===== src/rtl/count_1_pkg.sv =====
// count_1_pkg: FSM state type, mode encodings and width helpers shared by
// the popcount pipeline and its lane sub-module.
package count_1_pkg;

  typedef enum logic {
    IDLE  = 1'b0,
    FRAME = 1'b1
  } state_t;

  localparam logic MODE_WORD  = 1'b0;
  localparam logic MODE_FRAME = 1'b1;

  // Bits needed to hold a population count of 'bits' bits (0..bits).
  function automatic int cnt_width(input int bits);
    return $clog2(bits + 1);
  endfunction

endpackage


===== src/rtl/count_1_lane.sv =====
// count_1_lane: purely combinational popcount of one LANE-bit slice.
module count_1_lane
  import count_1_pkg::*;
#(
  parameter int LANE = 8
) (
  input  logic [LANE-1:0]              lane_dat,
  output logic [cnt_width(LANE)-1:0]   lane_cnt
);

  localparam int CNT_W = cnt_width(LANE);

  // Add up the set bits of the slice one at a time.
  always_comb begin
    lane_cnt = '0;
    for (int i = 0; i < LANE; i++) begin
      lane_cnt = lane_cnt + CNT_W'(lane_dat[i]);
    end
  end

endmodule


===== src/rtl/count_1_pipe.sv =====
// count_1_pipe: two-stage pipelined popcount. Stage 1 registers per-lane
// counts, stage 2 sums them and either emits the word count (mode 0) or
// accumulates it into a saturating per-frame total (mode 1). Frame decisions
// are made at acceptance time and travel down the pipe with the word.
module count_1_pipe
  import count_1_pkg::*;
#(
  parameter int IN_LEN  = 32,
  parameter int LANE    = 8,
  parameter int ACC_LEN = 16
) (
  input  logic                sys_clk,
  input  logic                in_rst_n,
  input  logic                in_mode,
  input  logic                in_vld,
  output logic                in_rdy,
  input  logic [IN_LEN-1:0]   in_dat,
  input  logic                in_sof,
  input  logic                in_eof,
  output logic                out_vld,
  input  logic                out_rdy,
  output logic [ACC_LEN-1:0]  out_1_cnt,
  output logic                out_sat,
  output logic                out_drop
);

  localparam int NUM_LANES = IN_LEN / LANE;
  localparam int LANE_W    = cnt_width(LANE);
  localparam int CNT_W     = cnt_width(IN_LEN);

  state_t               state, state_nxt;
  logic                 mode_q, mode_nxt, mode_eff;
  logic                 stall, accept;
  logic                 dec_fwd, dec_clr, dec_emit, dec_word, dec_drop;

  logic [LANE_W-1:0]    lane_cnt [NUM_LANES];
  logic [LANE_W-1:0]    s1_lane  [NUM_LANES];
  logic                 s1_vld, s1_clr, s1_emit, s1_word;

  logic [CNT_W-1:0]     word_cnt;
  logic [ACC_LEN-1:0]   acc_q, acc_base, acc_nxt;
  logic [ACC_LEN:0]     acc_sum;
  logic                 sat_q, sat_nxt;

  // A held result freezes the whole pipe, so input is refused while it waits.
  assign stall  = out_vld && !out_rdy;
  assign in_rdy = !stall;
  assign accept = in_vld && in_rdy;

  for (genvar g = 0; g < NUM_LANES; g++) begin : g_lane
    count_1_lane #(.LANE(LANE)) u_lane (
      .lane_dat (in_dat[g*LANE +: LANE]),
      .lane_cnt (lane_cnt[g])
    );
  end

  // Frame state and the mode latched when a word is taken in IDLE.
  always_ff @(posedge sys_clk or negedge in_rst_n) begin
    if (!in_rst_n) begin
      state  <= IDLE;
      mode_q <= MODE_WORD;
    end else begin
      state  <= state_nxt;
      mode_q <= mode_nxt;
    end
  end

  // Decide per accepted word: forward, clear total, emit, or discard.
  always_comb begin
    state_nxt = state;
    mode_nxt  = mode_q;
    mode_eff  = (state == IDLE) ? in_mode : mode_q;
    dec_fwd   = 1'b0;
    dec_clr   = 1'b0;
    dec_emit  = 1'b0;
    dec_word  = 1'b0;
    dec_drop  = 1'b0;
    if (accept) begin
      if (state == IDLE) begin
        mode_nxt = in_mode;
      end
      unique case (mode_eff)
        MODE_WORD: begin
          dec_fwd  = 1'b1;
          dec_emit = 1'b1;
          dec_word = 1'b1;
        end
        MODE_FRAME: begin
          if (in_sof) begin
            dec_fwd   = 1'b1;
            dec_clr   = 1'b1;
            dec_emit  = in_eof;
            dec_drop  = (state == FRAME);
            state_nxt = in_eof ? IDLE : FRAME;
          end else if (state == FRAME) begin
            dec_fwd   = 1'b1;
            dec_emit  = in_eof;
            state_nxt = in_eof ? IDLE : FRAME;
          end else begin
            dec_drop  = 1'b1;
          end
        end
        default: ;
      endcase
    end
  end

  // Stage 1: capture lane counts plus the decision made for this word.
  always_ff @(posedge sys_clk or negedge in_rst_n) begin
    if (!in_rst_n) begin
      s1_vld  <= 1'b0;
      s1_clr  <= 1'b0;
      s1_emit <= 1'b0;
      s1_word <= 1'b0;
      for (int i = 0; i < NUM_LANES; i++) s1_lane[i] <= '0;
    end else if (!stall) begin
      s1_vld  <= dec_fwd;
      s1_clr  <= dec_clr;
      s1_emit <= dec_emit;
      s1_word <= dec_word;
      for (int i = 0; i < NUM_LANES; i++) s1_lane[i] <= lane_cnt[i];
    end
  end

  // Word total and the saturating frame total it produces.
  always_comb begin
    word_cnt = '0;
    for (int i = 0; i < NUM_LANES; i++) begin
      word_cnt = word_cnt + CNT_W'(s1_lane[i]);
    end
    acc_base = s1_clr ? '0 : acc_q;
    acc_sum  = {1'b0, acc_base} + (ACC_LEN+1)'(word_cnt);
    acc_nxt  = acc_sum[ACC_LEN] ? '1 : acc_sum[ACC_LEN-1:0];
    sat_nxt  = acc_sum[ACC_LEN] || (sat_q && !s1_clr);
  end

  // Stage 2: update the accumulator and present results; frozen on stall.
  always_ff @(posedge sys_clk or negedge in_rst_n) begin
    if (!in_rst_n) begin
      acc_q     <= '0;
      sat_q     <= 1'b0;
      out_vld   <= 1'b0;
      out_1_cnt <= '0;
      out_sat   <= 1'b0;
    end else if (!stall) begin
      out_vld <= s1_vld && s1_emit;
      if (s1_vld && s1_word) begin
        out_1_cnt <= ACC_LEN'(word_cnt);
        out_sat   <= 1'b0;
      end else if (s1_vld) begin
        acc_q <= acc_nxt;
        sat_q <= sat_nxt;
        if (s1_emit) begin
          out_1_cnt <= acc_nxt;
          out_sat   <= sat_nxt;
        end
      end
    end
  end

  // One-cycle pulse for each discarded word or abandoned partial frame.
  always_ff @(posedge sys_clk or negedge in_rst_n) begin
    if (!in_rst_n) begin
      out_drop <= 1'b0;
    end else begin
      out_drop <= dec_drop;
    end
  end

endmodule


===== config.mk =====
export PLATFORM = sky130hd
export DESIGN_NAME = count_1_pipe
export DESIGN_NICKNAME = d
export VERILOG_FILES = /design/src/rtl/count_1_pkg.sv /design/src/rtl/count_1_lane.sv /design/src/rtl/count_1_pipe.sv
export SDC_FILE = /design/constraint.sdc
export NUM_CORES = 1
export LEC_CHECK = 0
export ABC_AREA = 1
export BUFFER_PORTS_ARGS = -buffer_cell sky130_fd_sc_hd__buf_4
export CORE_ASPECT_RATIO = 1.75
export CORE_MARGIN = 2
export CORE_UTILIZATION = 50
export CTS_CLUSTER_SIZE = 12
export DETAILED_ROUTE_END_ITERATION = 10
export PLACE_DENSITY_LB_ADDON = 0.2
export SLEW_MARGIN = 10
export SYNTH_ARGS = -nofsm -noshare
export SYNTH_HDL_FRONTEND = slang
export SYNTH_SLANG_ARGS = --single-unit

===== constraint.sdc =====
create_clock -name sys_clk -period 4.56 [get_ports sys_clk]
set_input_delay 0.912 -clock sys_clk [delete_from_list [all_inputs] [get_ports sys_clk]]
set_output_delay 0.912 -clock sys_clk [all_outputs]
set_load 0.02 [all_outputs]

==> flow_summary.json <==
{
  "hpwlAfterDp_mm": 6.74,
  "drive_above_1_share": 0.162,
  "hp-start": "out_1_cnt[14]",
  "hold_buffers": 0,
  "ctsResizeCount": 0,
  "yosys.area.top_type": "dfrtp_1",
  "synth_flop_cell": "dfrtp_1",
  "yosysUniqueCellTypes": 32,
  "cts.htree.levels": 3,
  "finalHoldViolations": 0,
  "yosys-mux-area-fraction": 0,
  "synth-edff-count": 0,
  "syn-mean-instance-area_sq_um": 7.96,
  "syn_inst": 515,
  "cts_tree": "yes",
  "diodes": 0,
  "crit_required_ps": 4790,
  "yosysWarningCount": 0,
  "netlist_top_cells_area": "dfrtp_1 (35%), nand2_1 (14%), fa_1 (12%), inv_1 (9.2%), ha_1 (7.3%)",
  "relSlewSlack": 0.428,
  "cts_setup_buffers": 0,
  "worstPathMaxFanout": 15,
  "cp_data_arrival_time_ps": 4040,
  "rsz0062_at_grt": "false",
  "r2r-start": "s1_lane[1]",
  "synth_compound_area_frac": 0.0589,
  "grt_max_degree": 59,
  "ant_nets": 0,
  "routabilityCongestion": 0.933,
  "drt-wirelength-per-cell_microns": 13.3,
  "seq_area_frac_synth": 0.354,
  "grt_overflow": 0,
  "maxSlewViolCount": 0,
  "start_kind": "flop",
  "synth_top_area_frac": 0.354,
  "setup-tns-final_ps": 0,
  "grt_pass1_vias": 3498,
  "cts.sinks": 58,
  "vias": 3364,
  "initial_utilization": 0.515,
  "startpoint": "s1_lane[1]",
  "worst_slew_pin_slew_ps": 855,
  "die_w_microns": 72.4,
  "fp-row-count": 43,
  "tritoncts.num_buffers": 9,
  "fp.dieH_microns": 124,
  "status": "finished, final reports clean",
  "place_area_sq_um": 4600,
  "ctsRootBufferMaster": "clkbuf_16",
  "synthSimpleGateAreaFrac": 0.259,
  "seqCellArea_sq_um": 1450,
  "drtIter0Drc": 104,
  "ioPinCount": 59,
  "cts.clk_slew.worst_paths_ps": 50,
  "insertion_delay_ps": 330,
  "die_area_sq_um": 8970,
  "synthXorXnorAreaFrac": 0.0214,
  "crit_type": "flop to flop",
  "synth_seq_cells": 58,
  "viasPerCell": 5.02,
  "syn_area_sq_um": 4100,
  "drt_wl_total_mm": 8.88,
  "dr.pass1.iters": 4,
  "fin_skew_ps": 6.38,
  "multi_input_area_sq_um": 2190,
  "clockBufferDepth": 2,
  "syn-num-nets": 603,
  "grt_pass1_wl_mm": 15.3,
  "finalSetupViolations": 0,
  "nFillCells": 716,
  "synthAdderAreaFrac": 0.195,
  "areaGrowthSynthToFinish_pct": 19.8,
  "finalCritPeriodShare": 0.836,
  "drv_cap": 0,
  "synth_top_family_by_area": "simple AND/OR/NAND/NOR gates",
  "fmax_mhz": 262,
  "endpoint_kind": "flop",
  "antenna_found_initial": 0,
  "drc": 0,
  "nets": 663,
  "port_buffers": 58,
  "hold_class": "flop to flop",
  "final_area_sq_um": 4910,
  "coreArea_sq_um": 7960,
  "track_usage": 0.223,
  "period_needed_ps": 3810,
  "async_flop_share": 1.00
}
## cell type report
cell class,instances,area share
timing repair buffer,61,0.0932
multi-input combinational,341,0.446
clock buffer,12,0.0522
tap,90,0.0229
clock inverter,4,0.0102
inverter,104,0.0795
sequential,58,0.296
## cell usage after synthesis (2+ instances only)
cell,number
a31oi_1,6
nor2_4,3
nor3_4,2
xnor2_1,5
buf_6,2
clkbuf_1,6
nand2_4,2
dfrtp_1,58
ha_1,24
nand2_1,152
o21ai_0,14
fa_1,25
nand3_1,31
or2_2,2
inv_2,2
o22ai_1,5
xor2_1,5
nand4_1,4
o221ai_1,2
nor2_1,37
nand3_2,3
inv_1,101
buf_2,4
a21oi_1,12
## per-stage QoR
| stage | util | hold WS (ps) | setup slack (ps) | instances |
|---|---|---|---|---|
| 2_1_floorplan | - | 449 | 1100 | 515 |
| 3_3_place_gp | 0.578 | 465 | 923 | 654 |
| 3_5_place_dp | 0.578 | 466 | 789 | 654 |
| 4_1_cts | 0.617 | 480 | 761 | 670 |
| 5_1_grt | 0.617 | 500 | 506 | 670 |
| 6_report | 0.617 | 478 | 750 | 670 |
## worst max-delay path, cell delays in order, from the launching register on
cell and delay [ps]:
dfrtp_1 340, inv_1 60, fa_1 530, inv_1 50
fa_1 500, ha_1 170, inv_1 60, fa_1 410
xnor2_1 240, ha_1 320, a21oi_1 160, nand2_1 130
nand2_1 160, nand2_4 120, nand3_4 200, nand3_1 140
nand2_1 80, nand2_1 50
## registers in the layout, summed over array words and instances (netlist names)
signal     count
s1_clr         1
s1_word        1
s1_lane       16
s1_vld         1
acc_q         16
sat_q          1
state          1
out_drop       1
out_sat        1
out_vld        1
s1_emit        1
out_1_cnt     16
mode_q         1
## routing by layer
layer	share of wire	up-vias	track usage
met3	0.036	16	0.0437
met2	0.58	70	0.425
li1	-	1691	-
met5	0	-	0
met1	0.36	1587	0.226
met4	0.024	0	0.111
## layout by cell type, fill, tap and decap left out, drive strengths merged
cell	n
nand2	155
inv	103
buf	61
dfrtp	58
nor2	40
nand3	35
fa	25
ha	24
o21ai	15
a21oi	12
clkbuf	12
a31oi	7
xor2	5
xnor2	5
o22ai	5
nand4	4
nor3	3
o221ai	2
or2	2
clkinvlp	2
clkinv	2
o21a	1
nand3b	1
bufinv	1
## cell families (layout without fill, tap and decap cells)
| group | after synthesis | after routing |
|---|---|---|
| AND/OR/NAND/NOR | 240 | 240 |
| buffers and inverters | 116 | 181 |
| flip-flops | 58 | 58 |
| adder cells (fa/ha/maj) | 49 | 49 |
| AO/OA/AOI/OAI | 42 | 42 |
| XOR/XNOR | 10 | 10 |
## final timing paths
kind	depth (start not counted)	end	slack (ps)
min in group asynchronous	1	acc_q[3]	630
max	17	acc_q[10]	750
max reg2reg	17	acc_q[10]	750
min reg2reg	2	out_1_cnt[14]	480
max in group asynchronous	1	out_1_cnt[6]	3420
min	2	out_1_cnt[14]	480
Power is left out: the tool's default activity adds up to more than one toggle a clock period on the data nets, which glitch-free logic cannot reach.
